## src/rtl/hazard_scoreboard.sv

```systemverilog
// hazard_scoreboard: downstream-side hazard controller for the ID->EXE pipeline register.
// Detects RAW hazards against the EXE stage and a shadow copy of the MEM stage, drives
// freeze / id_flush / if_flush back to the front end, tracks a RUN/STALL/FLUSH state,
// keeps saturating stall/flush counters and a sticky stuck-stall watchdog.
// Build option: define FORWARDING_EN for a forwarding datapath (load-use hazards only);
// leave it undefined for a non-forwarding datapath (EXE and MEM dependencies both stall).
module hazard_scoreboard #(
  parameter int CNT_W     = 16,
  parameter int MAX_STALL = 4
) (
  input  logic             clk,
  input  logic             rst,
  input  logic             id_valid,
  input  logic [3:0]       id_src1,
  input  logic [3:0]       id_src2,
  input  logic             id_use_src2,
  input  logic             exe_wb_en,
  input  logic             exe_mem_r_en,
  input  logic [3:0]       exe_dest,
  input  logic             exe_b_taken,
  output logic             freeze,
  output logic             id_flush,
  output logic             if_flush,
  output logic [1:0]       state,
  output logic [CNT_W-1:0] stall_cnt,
  output logic [CNT_W-1:0] flush_cnt,
  output logic             stall_err
);

  typedef enum logic [1:0] {
    ST_RUN   = 2'd0,
    ST_STALL = 2'd1,
    ST_FLUSH = 2'd2
  } state_e;

  // The run-length counter only has to reach MAX_STALL; one more hazard cycle trips the watchdog.
  localparam int               RUN_W     = (MAX_STALL < 1) ? 1 : $clog2(MAX_STALL + 1);
  localparam logic [RUN_W-1:0] RUN_LIMIT = RUN_W'(MAX_STALL);
  localparam logic [CNT_W-1:0] CNT_MAX   = '1;

  logic [3:0]       mem_dest;
  logic             mem_wb_en;
  logic             mem_r_en;
  logic             match_exe;
  logic             match_mem;
  logic             raw;
  logic             unused_shadow;
  logic [RUN_W-1:0] run_len;
  state_e           cur_st;
  state_e           nxt_st;

  // Source/destination compare against each checked stage; R15 is treated like any register.
  assign match_exe = exe_wb_en & ((id_src1 == exe_dest) | (id_use_src2 & (id_src2 == exe_dest)));
  assign match_mem = mem_wb_en & ((id_src1 == mem_dest) | (id_use_src2 & (id_src2 == mem_dest)));

  // WB is never checked: the register file writes in the first half-cycle.
`ifdef FORWARDING_EN
  // Forwarding covers everything except a load whose data is not ready until MEM.
  assign raw           = id_valid & exe_mem_r_en & match_exe;
  assign unused_shadow = match_mem ^ mem_r_en;
`else
  assign raw           = id_valid & (match_exe | match_mem);
  assign unused_shadow = mem_r_en;
`endif

  // Front-end controls and next FSM state; a taken branch overrides any hazard.
  // NOTE: every output of this block gets a default first so no path can infer a latch.
  always_comb begin
    freeze   = 1'b0;
    id_flush = 1'b0;
    if_flush = 1'b0;
    nxt_st   = ST_RUN;
    if (exe_b_taken) begin
      nxt_st = ST_FLUSH;
    end else if (raw) begin
      nxt_st = ST_STALL;
    end
    if (!rst) begin
      if (exe_b_taken) begin
        if_flush = 1'b1;
        id_flush = 1'b1;
      end else begin
        freeze   = raw;
        id_flush = raw;
      end
    end
  end

  // MEM shadow follows the ID->EXE register every cycle, freeze or not; bubbles arrive as wb_en=0.
  // NOTE: sequential state uses non-blocking assignments so every register samples pre-edge values.
  always_ff @(posedge clk) begin
    if (rst) begin
      mem_dest  <= 4'd0;
      mem_wb_en <= 1'b0;
      mem_r_en  <= 1'b0;
    end else begin
      mem_dest  <= exe_dest;
      mem_wb_en <= exe_wb_en;
      mem_r_en  <= exe_mem_r_en;
    end
  end

  // FSM state register.
  always_ff @(posedge clk) begin
    if (rst) cur_st <= ST_RUN;
    else     cur_st <= nxt_st;
  end

  assign state = cur_st;

  // Consecutive-hazard run length and the sticky watchdog it feeds.
  always_ff @(posedge clk) begin
    if (rst) begin
      run_len   <= '0;
      stall_err <= 1'b0;
    end else if (raw && !exe_b_taken) begin
      if (run_len == RUN_LIMIT) stall_err <= 1'b1;
      else                      run_len   <= run_len + RUN_W'(1);
    end else begin
      run_len <= '0;
    end
  end

  // Saturating totals of stall cycles and taken-branch flushes.
  always_ff @(posedge clk) begin
    if (rst) begin
      stall_cnt <= '0;
      flush_cnt <= '0;
    end else begin
      if (freeze && (stall_cnt != CNT_MAX))      stall_cnt <= stall_cnt + CNT_W'(1);
      if (exe_b_taken && (flush_cnt != CNT_MAX)) flush_cnt <= flush_cnt + CNT_W'(1);
    end
  end

endmodule

```

## config.mk

```make
export PLATFORM = sky130hd
export DESIGN_NAME = hazard_scoreboard
export DESIGN_NICKNAME = d
export VERILOG_FILES = /design/src/rtl/hazard_scoreboard.sv
export SDC_FILE = /design/constraint.sdc
export NUM_CORES = 1
export LEC_CHECK = 0
export BUFFER_PORTS_ARGS = -buffer_cell sky130_fd_sc_hd__buf_2
export CAP_MARGIN = 15
export CORE_UTILIZATION = 35
export CTS_CLUSTER_SIZE = 10
export DETAILED_ROUTE_END_ITERATION = 10
export PLACE_DENSITY = 0.59
export SYNTH_ARGS = -nofsm -noshare
export SYNTH_HDL_FRONTEND = slang
export SYNTH_SLANG_ARGS = --single-unit
export TNS_END_PERCENT = 100
```

## constraint.sdc

```tcl
create_clock -name clk -period 5.2 [get_ports clk]
set_input_delay 0.78 -clock clk [delete_from_list [all_inputs] [get_ports clk]]
set_output_delay 0.78 -clock clk [all_outputs]
set_load 0.03 [all_outputs]
```

==> results list, run 1 <==
- Status: complete, no violations
* Critical Path, Cell by Cell: buf_2 > xor2_1 > nor3_2 > a31oi_2 > nand2_1 > a21oi_1 > nor2_1 > buf_2
* Total Die Area: 6590 um2
* Chip width: approximately 81 um
* Flip-flop and latch count after synthesis: 43
* CP dominant cell by count: sky130_fd_sc_hd__buf_2
* Final min period: between 3000 and 4000 ps
- Share of async-settable or async-resettable flops after synthesis: 0
- A synthesized cell averages between 9 and 10 um2.
- Of the post-synthesis cell area, the dominant cell type holds 0.392.
* CTS Hold Buffers Added: 0
- Maximum frequency from static timing analysis: ~320 MHz
- Count of input and output buffers: 55
* Worst Max-Slew Pin Slew: between 600 and 700 ps
* Cell count after synthesis: about 240
* Cell family with the largest share of critical-path delay: compound AO/OA/AOI/OAI gates
* Clock Skews: 12.2 ps
- In this run, post-CTS repair resized a total of 0 instances.
- The worst setup path is launched from an input port.
- The final max-slew violation count was 0.
- Maximum number of pins on one net before global-route repair: 49
- Most common cell in the synthesized netlist: sky130_fd_sc_hd__dfxtp_1
* Global-route layer with the greatest usage: met2
- Wire length of the first global-routing pass: approximately 8000 um
- Global-route usage over all layers: 0.158
- I/O pin cnt: 57
- Pre-antenna DRT Iters: 4
- Final antenna diode count: 0
* Routed vias/inst: 4.88
- The H-tree was split into 2 levels.
* Worst hold path class: flop to flop
- The most used flip-flop cell after synthesis is sky130_fd_sc_hd__dfxtp_1.
* Final global-route overflow total: 0
- For this block, the initial DRC count from the detailed router was 89.
- Least setup slack across all paths after layout: roughly 2100 ps
* Setup repair after global routing missed its margin: no
- The worst pin sits at a relative slew slack of 0.590.
- The clock reaches the later pin of the worst-skew pair after 300 ps.
- Timing analysis after detailed placement gives a worst setup slack of 2130 ps.
* Total core area: roughly 6000 um2
* Setup crit end kind: primary output
- After floorplanning, the core was divided into 28 placement rows.
- Data on the critical path arrives at its endpoint at 2300 ps.
* Fraction of layout instances using a drive strength above 1: 0.287
* Final clock period utilization by the worst path: 0.592
- The mapped netlist covers 2190 um2.
* Number of post-CTS setup repair buffers: 0
- Clock transition time at the flip-flop clock pins of the worst setup and hold paths: about 80 ps
* Number of remaining DRC errors: 0
- Cell type contributing the most total cell area after synthesis: sky130_fd_sc_hd__dfxtp_1
- The number of antenna violations at the first check in global routing is 0.
- Top cells by instance count after synthesis: sky130_fd_sc_hd__dfxtp_1 (43), sky130_fd_sc_hd__nor2_1 (36), sky130_fd_sc_hd__xor2_1 (22)
- For this run, global-route usage on met2 was measured as 0.250.
- After synthesis, the netlist uses 47 different library cells.
- Top cells by area, synth: sky130_fd_sc_hd__dfxtp_1 (39%), sky130_fd_sc_hd__xor2_1 (8.8%), sky130_fd_sc_hd__nor2_1 (6.2%)
- TritonCTS built the clock tree.
- Root Buffer: sky130_fd_sc_hd__clkbuf_8
- From synthesis to final layout, the design area changed by 21.7%.
- Layout Nets: around 320
- Final-report setup violation count: 0
* Worst IR drop on VDD: 124 uV
* Max-capacitance violation count: 0
- STA puts the critical path data required time at 4420 ps.
* Clock Tree Buf Depth: 2
* Total negative slack for setup checks: 0 ps
- For this run, the register share of the synthesized area comes to 0.392.
- CP Max Fanout: 9
- The via count of the first global-routing pass came to about 1700.
* Post-synth EDFFs: 0
- Weighted congestion at the end of routability-driven global placement: 0.760
- Fraction of met1 tracks used by global routing: 0.202
* Total buffers and inverters traversed by the critical path: 2
- The count of final hold-check violations came to 0.
- For this configuration, the core starts out at a cell density of 0.366.
- Clock Sink Count: 43
* Leakage: roughly 0.0012 uW
* Met3 track demand over resource: 0.0449
- Chip Height: between 80 and 90 um
- PD cells: ~250 nW/um2
- Warning count from the yosys run: 0
* Detailed-route wire length per cell: 12.1 um
- The number of nets in the synthesized netlist is 264.
- Worst path max stage delay: roughly 540 ps
* Critical setup path kind: input port to primary output
* Routed Wire Length: between 4000 and 5000 um
- After legalization and detailed placement, the total HPWL measured around 3300 um.
- Critical path's slowest cell: sky130_fd_sc_hd__a31oi_2
- ANT nets after route: 0
* Total vias in the final route: 1830
* TritonCTS buffer count: 5
==> state kept, by name (all words and copies together) (netlist names) <==
register   cells
flush_cnt     16
stall_cnt     16
mem_dest       4
run_len        3
state          2
mem_wb_en      1
stall_err      1
==> tightest hold or removal path, stage by stage (launching register included) <==
cell                      delay (ps)
sky130_fd_sc_hd__dfxtp_1         310
sky130_fd_sc_hd__inv_1            40
sky130_fd_sc_hd__o22ai_1          70
==> kinds of logic after synthesis <==
| kind of cell | Yosys count | synth area share |
|---|---|---|
| fa+ha+maj | 4 | 0.0228 |
| xor+xnor | 35 | 0.140 |
| simple gates | 111 | 0.275 |
| buf+inv | 15 | 0.0257 |
| compound gates | 27 | 0.109 |
| mux | 6 | 0.0348 |
| flops | 43 | 0.392 |
==> cells in the final DEF (no fill, tap or decap), types with 3 or more instances in the layout <==
master and count:
sky130_fd_sc_hd__nor2_1 36, sky130_fd_sc_hd__nand2_1 18, sky130_fd_sc_hd__inv_1 10, sky130_fd_sc_hd__a21oi_1 7
sky130_fd_sc_hd__nand3_1 14, sky130_fd_sc_hd__nor2b_1 9, sky130_fd_sc_hd__xor2_1 22, sky130_fd_sc_hd__nand3_2 3
sky130_fd_sc_hd__and3_1 7, sky130_fd_sc_hd__mux2_4 3, sky130_fd_sc_hd__and2_1 4, sky130_fd_sc_hd__clkbuf_8 6
sky130_fd_sc_hd__dfxtp_1 43, sky130_fd_sc_hd__xnor2_1 13, sky130_fd_sc_hd__nand4_1 3, sky130_fd_sc_hd__buf_2 55
sky130_fd_sc_hd__nor3_1 3, sky130_fd_sc_hd__ha_1 4
==> layer usage <==
| metal | routed length (um) | up-vias |
|---|---|---|
| li1 | - | 940 |
| met4 | 59 | 0 |
| met3 | 254 | 6 |
| met2 | 1990 | 44 |
| met5 | 0 | - |
| met1 | 2240 | 840 |
==> where the power goes <==
group | switching, uW | internal [uW]
Combinational | 35.9 | 21.2
Sequential | 3.77 | 333
Clock | 116 | 156
Total | 156 | 510
==> per-stage QoR <==
stage | util | instance area (um2) | total power, uW | std cells | hold WS (ps)
3_3_place_gp | 0.426 | 2550 | 402 | 367 | 461
3_5_place_dp | 0.426 | 2550 | 403 | 367 | 467
6_report | 0.446 | 2670 | 666 | 375 | 472
5_1_grt | 0.446 | 2670 | 696 | 375 | 509
4_1_cts | 0.446 | 2670 | 677 | 375 | 481
2_1_floorplan | - | 2190 | 382 | 241 | 460
==> path summary, 6_finish.rpt <==
path                                endpoint    startpoint  slack [ps]  cells after the start
worst min register to register     stall_err     stall_err         470                      2
worst max register to register  stall_cnt[5]  stall_cnt[0]        2960                      8
worst max-delay path                id_flush    id_src1[3]        2120                      8
worst min-delay path               stall_err     stall_err         470                      2
==> cell type report <==
type                       instances  area (um2)
fill                             571        3320
timing repair buffer              56         283
clock inverter                     2        35.0
clock buffer                       6        82.6
sequential                        43         861
inverter                          10        37.5
multi-input combinational        183        1280
tap                               75        93.8
Note: power is estimated with default switching activity, not from simulation.
==> inputs of run 2 (changes only) <==
--- a/config.mk
+++ b/config.mk
@@ -10,7 +10,7 @@
 export CORE_UTILIZATION = 35
 export CTS_CLUSTER_SIZE = 10
 export DETAILED_ROUTE_END_ITERATION = 10
-export PLACE_DENSITY = 0.59
+export PLACE_DENSITY = 0.61
 export SYNTH_ARGS = -nofsm -noshare
 export SYNTH_HDL_FRONTEND = slang
 export SYNTH_SLANG_ARGS = --single-unit
==> constraint.sdc (replaced) <==
create_clock -name clk -period 2.65 [get_ports clk]
set_input_delay 0.3975 -clock clk [delete_from_list [all_inputs] [get_ports clk]]
set_output_delay 0.3975 -clock clk [all_outputs]
set_load 0.03 [all_outputs]
==> run 2 against run 1 <==
Effect of this change: count of clock-buffer cells in the layout stayed put; combinational power is 98% higher; via count is 0.16% lower; worst setup slack worse by 1800 ps; utilization is 0.10 points lower; global-route usage is 1.3 points lower; sequential cell count stayed put; register-to-register slack worse by 2500 ps; largest cell class unchanged.
==> results list, run 2 (synthesized netlist as in run 1, its figures left out) <==
- Compared with the post-synthesis result, the final layout area differs by 21.4%.
- Total negative slack for setup checks: 0 ps (unchanged)
* Number of antenna violations at the first check in global routing: 0 (unchanged)
* CP Max Fanout: 9 (unchanged)
- PD cells: 476 nW/um2 (+91%)
- Number of remaining DRC errors: 0 (unchanged)
- Fraction of layout instances using a drive strength above 1: 0.281 (-0.00573)
* Arrival time at the worst endpoint: 1880 ps (-420 ps)
- Most frequent standard cell in the layout excluding fill and tap cells: sky130_fd_sc_hd__buf_2
- The peak per-stage delay on the critical path is 370 ps (-170 ps).
* Number of post-CTS setup repair buffers: 0 (unchanged)
- The number of gates resized after cts was 0 (unchanged).
- Leading registers by flop count: flush_cnt: 16 flops, stall_cnt: 16 flops, mem_dest: 4 flops
- The pin count of the biggest net entering global routing was 48 (-2.0%).
- The number of cells in the design after placement came to 367 (unchanged).
- Root Buffer: sky130_fd_sc_hd__clkbuf_8
* Total core area: 5990 um2 (unchanged)
* I/O pin cnt: 57 (unchanged)
- Pre-antenna DRT Iters: 4 (unchanged)
* Chip width: 81.2 um (unchanged)
* Total vias in the final route: 1827 (-0.16%)
* Status: complete, no violations
* Routed Wire Length: 4490 um (-1.1%)
- ANT nets after route: 0 (unchanged)
* Fin. max-slew vios: 0 (unchanged)
- Worst IR drop on VDD: 228 uV (+83%)
- Initial DRC Count: 70 (-21%)
- Required time worst endpoint: 2250 ps (-2170 ps)
- The number of buffers inserted during clock tree synthesis was 5 (unchanged).
* Worst slack at placement: 324 ps (-1800 ps)
- CTS tree: built
* Total Die Area: 6590 um2 (unchanged)
- Chip Height: 81.2 um (unchanged)
- Setup repair after global routing left no endpoint under its margin.
- Critical Path Start Type: flop
- The cts-stage hold buffer count came to 0 (unchanged).
- The post-DP HPWL was 3320 um (+0.28%).
- Critical Path, Cell by Cell: xor2_1 > nor3_2 > a31oi_4 > nand2_1 > nand2_1 > inv_1 > buf_2
* Weighted congestion at the end of routability-driven global placement: 0.787 (+3.5%)
* Post-layout utilization of the core: 0.445 (-0.00104)
* Layout Nets: 322 (unchanged)
- Number of rows in the core area: 28 (unchanged)
- The count of filler cells inserted in the layout is 601 (+5.3%).
- Finished Layout Cells: 374 (-0.27%)
- Detailed-route wire length per cell: 12.0 um (-0.86%)
* Worst Max-Slew Pin Slew: 521 ps (-92.8 ps)
- Clock Tree Buf Depth: 2 (unchanged)
- Setup crit end kind: primary output
- Least setup slack across all paths after layout: 370 ps (-1750 ps)
* Clock Sink Count: 43 (unchanged)
- The number of antenna cells inserted was 0 (unchanged).
- Wire length of the first global-routing pass: 7340 um (-8.4%)
- The tightest slew margin relative to the limit is 0.648 (+0.0583).
- Global-route usage over all layers: 0.145 (-0.0129)
- Max-capacitance violation count: 0 (unchanged)
* Final-report setup violation count: 0 (unchanged)
- Final global-route overflow total: 0 (unchanged)
- The number of vias per cell after detailed routing is 4.89 (+0.10%).
* Final min period: 2280 ps
- Endpoints failing hold: 0 (unchanged)
- The starting density of the core was 0.366 (unchanged).
- Among the stages of the critical path, the cell type that occurs most often is sky130_fd_sc_hd__nand2_1.
* Vias in the first global route: 1640 (-5.0%)
- Final clock period utilization by the worst path: 0.860
- The clock-pin slew of the registers on the worst-case setup and hold paths was 80 ps (about the same).
* Leakage: 0.00114 uW (-0.74%)
* Maximum level of the CTS H-tree: 2 (unchanged)
* Count of input and output buffers: 55 (unchanged)
- Critical setup path kind: flop to primary output
* Maximum frequency from static timing analysis: 439 MHz
- The clock latency reported for the late side of the worst-skew pair came to 290 ps (about the same).
- The worst clock skew on the final layout was 8.45 ps (-3.72 ps).
* Commonest cells after routing, fill and taps aside: sky130_fd_sc_hd__buf_2 (55), sky130_fd_sc_hd__dfxtp_1 (43), sky130_fd_sc_hd__nor2_1 (36)
- The total design power is 1270 uW (+90%).
- The path class of the tightest hold or removal check is input port to flop.
* Critical path's slowest cell: sky130_fd_sc_hd__dfxtp_1
[run 2: report_power, final]
group	total [uW]	switching, uW	internal [uW]	leakage (uW)
registers	662	7.39	654	0.000348
logic	113	71.5	41.9	0.000744
clock network	493	217	276	0.0000513
total	1270	296	973	0.00114
[run 2: worst max-delay path: cells and delay by family, from the launching register on]
kind / cells / cell delay (ps)
flops: 1 / 370
compound gates: 1 / 360
xor+xnor: 1 / 210
buf+inv: 2 / 220
simple gates: 3 / 430
[run 2: per-stage QoR]
| step | hold WS, ps | cell area [um2] |
|---|---|---|
| after floorplan | 460 | 2190 |
| after global placement | 458 | 2550 |
| after detailed placement | 463 | 2550 |
| after CTS | 351 | 2660 |
| after global routing | 371 | 2660 |
| final | 365 | 2660 |
[run 2: routing by layer]
layer,vias to the layer above,global-route usage,wire length [um]
met5,-,0,0
met4,0,0.0500,48
met3,5,0.0449,217
met2,38,0.227,2050
met1,842,0.188,2180
li1,942,-,-
[run 2: cell type report]
class / count / area [um2] / area share
Sequential cell: 43 / 861 / 0.323
Multi-Input combinational cell: 183 / 1290 / 0.483
Timing Repair Buffer: 56 / 283 / 0.106
Clock inverter: 1 / 30.0 / 0.0113
Inverter: 10 / 37.5 / 0.0141
Tap cell: 75 / 93.8 / 0.0352
Clock buffer: 6 / 72.6 / 0.0272
[run 2: worst paths after layout]
check                from           end  slack, ps  depth (start not counted)
max           mem_dest[2]        freeze        370                          7
min           exe_dest[0]   mem_dest[0]        360                          2
max reg2reg  stall_cnt[0]  stall_cnt[5]        450                          8
min reg2reg     stall_err     stall_err        470                          2
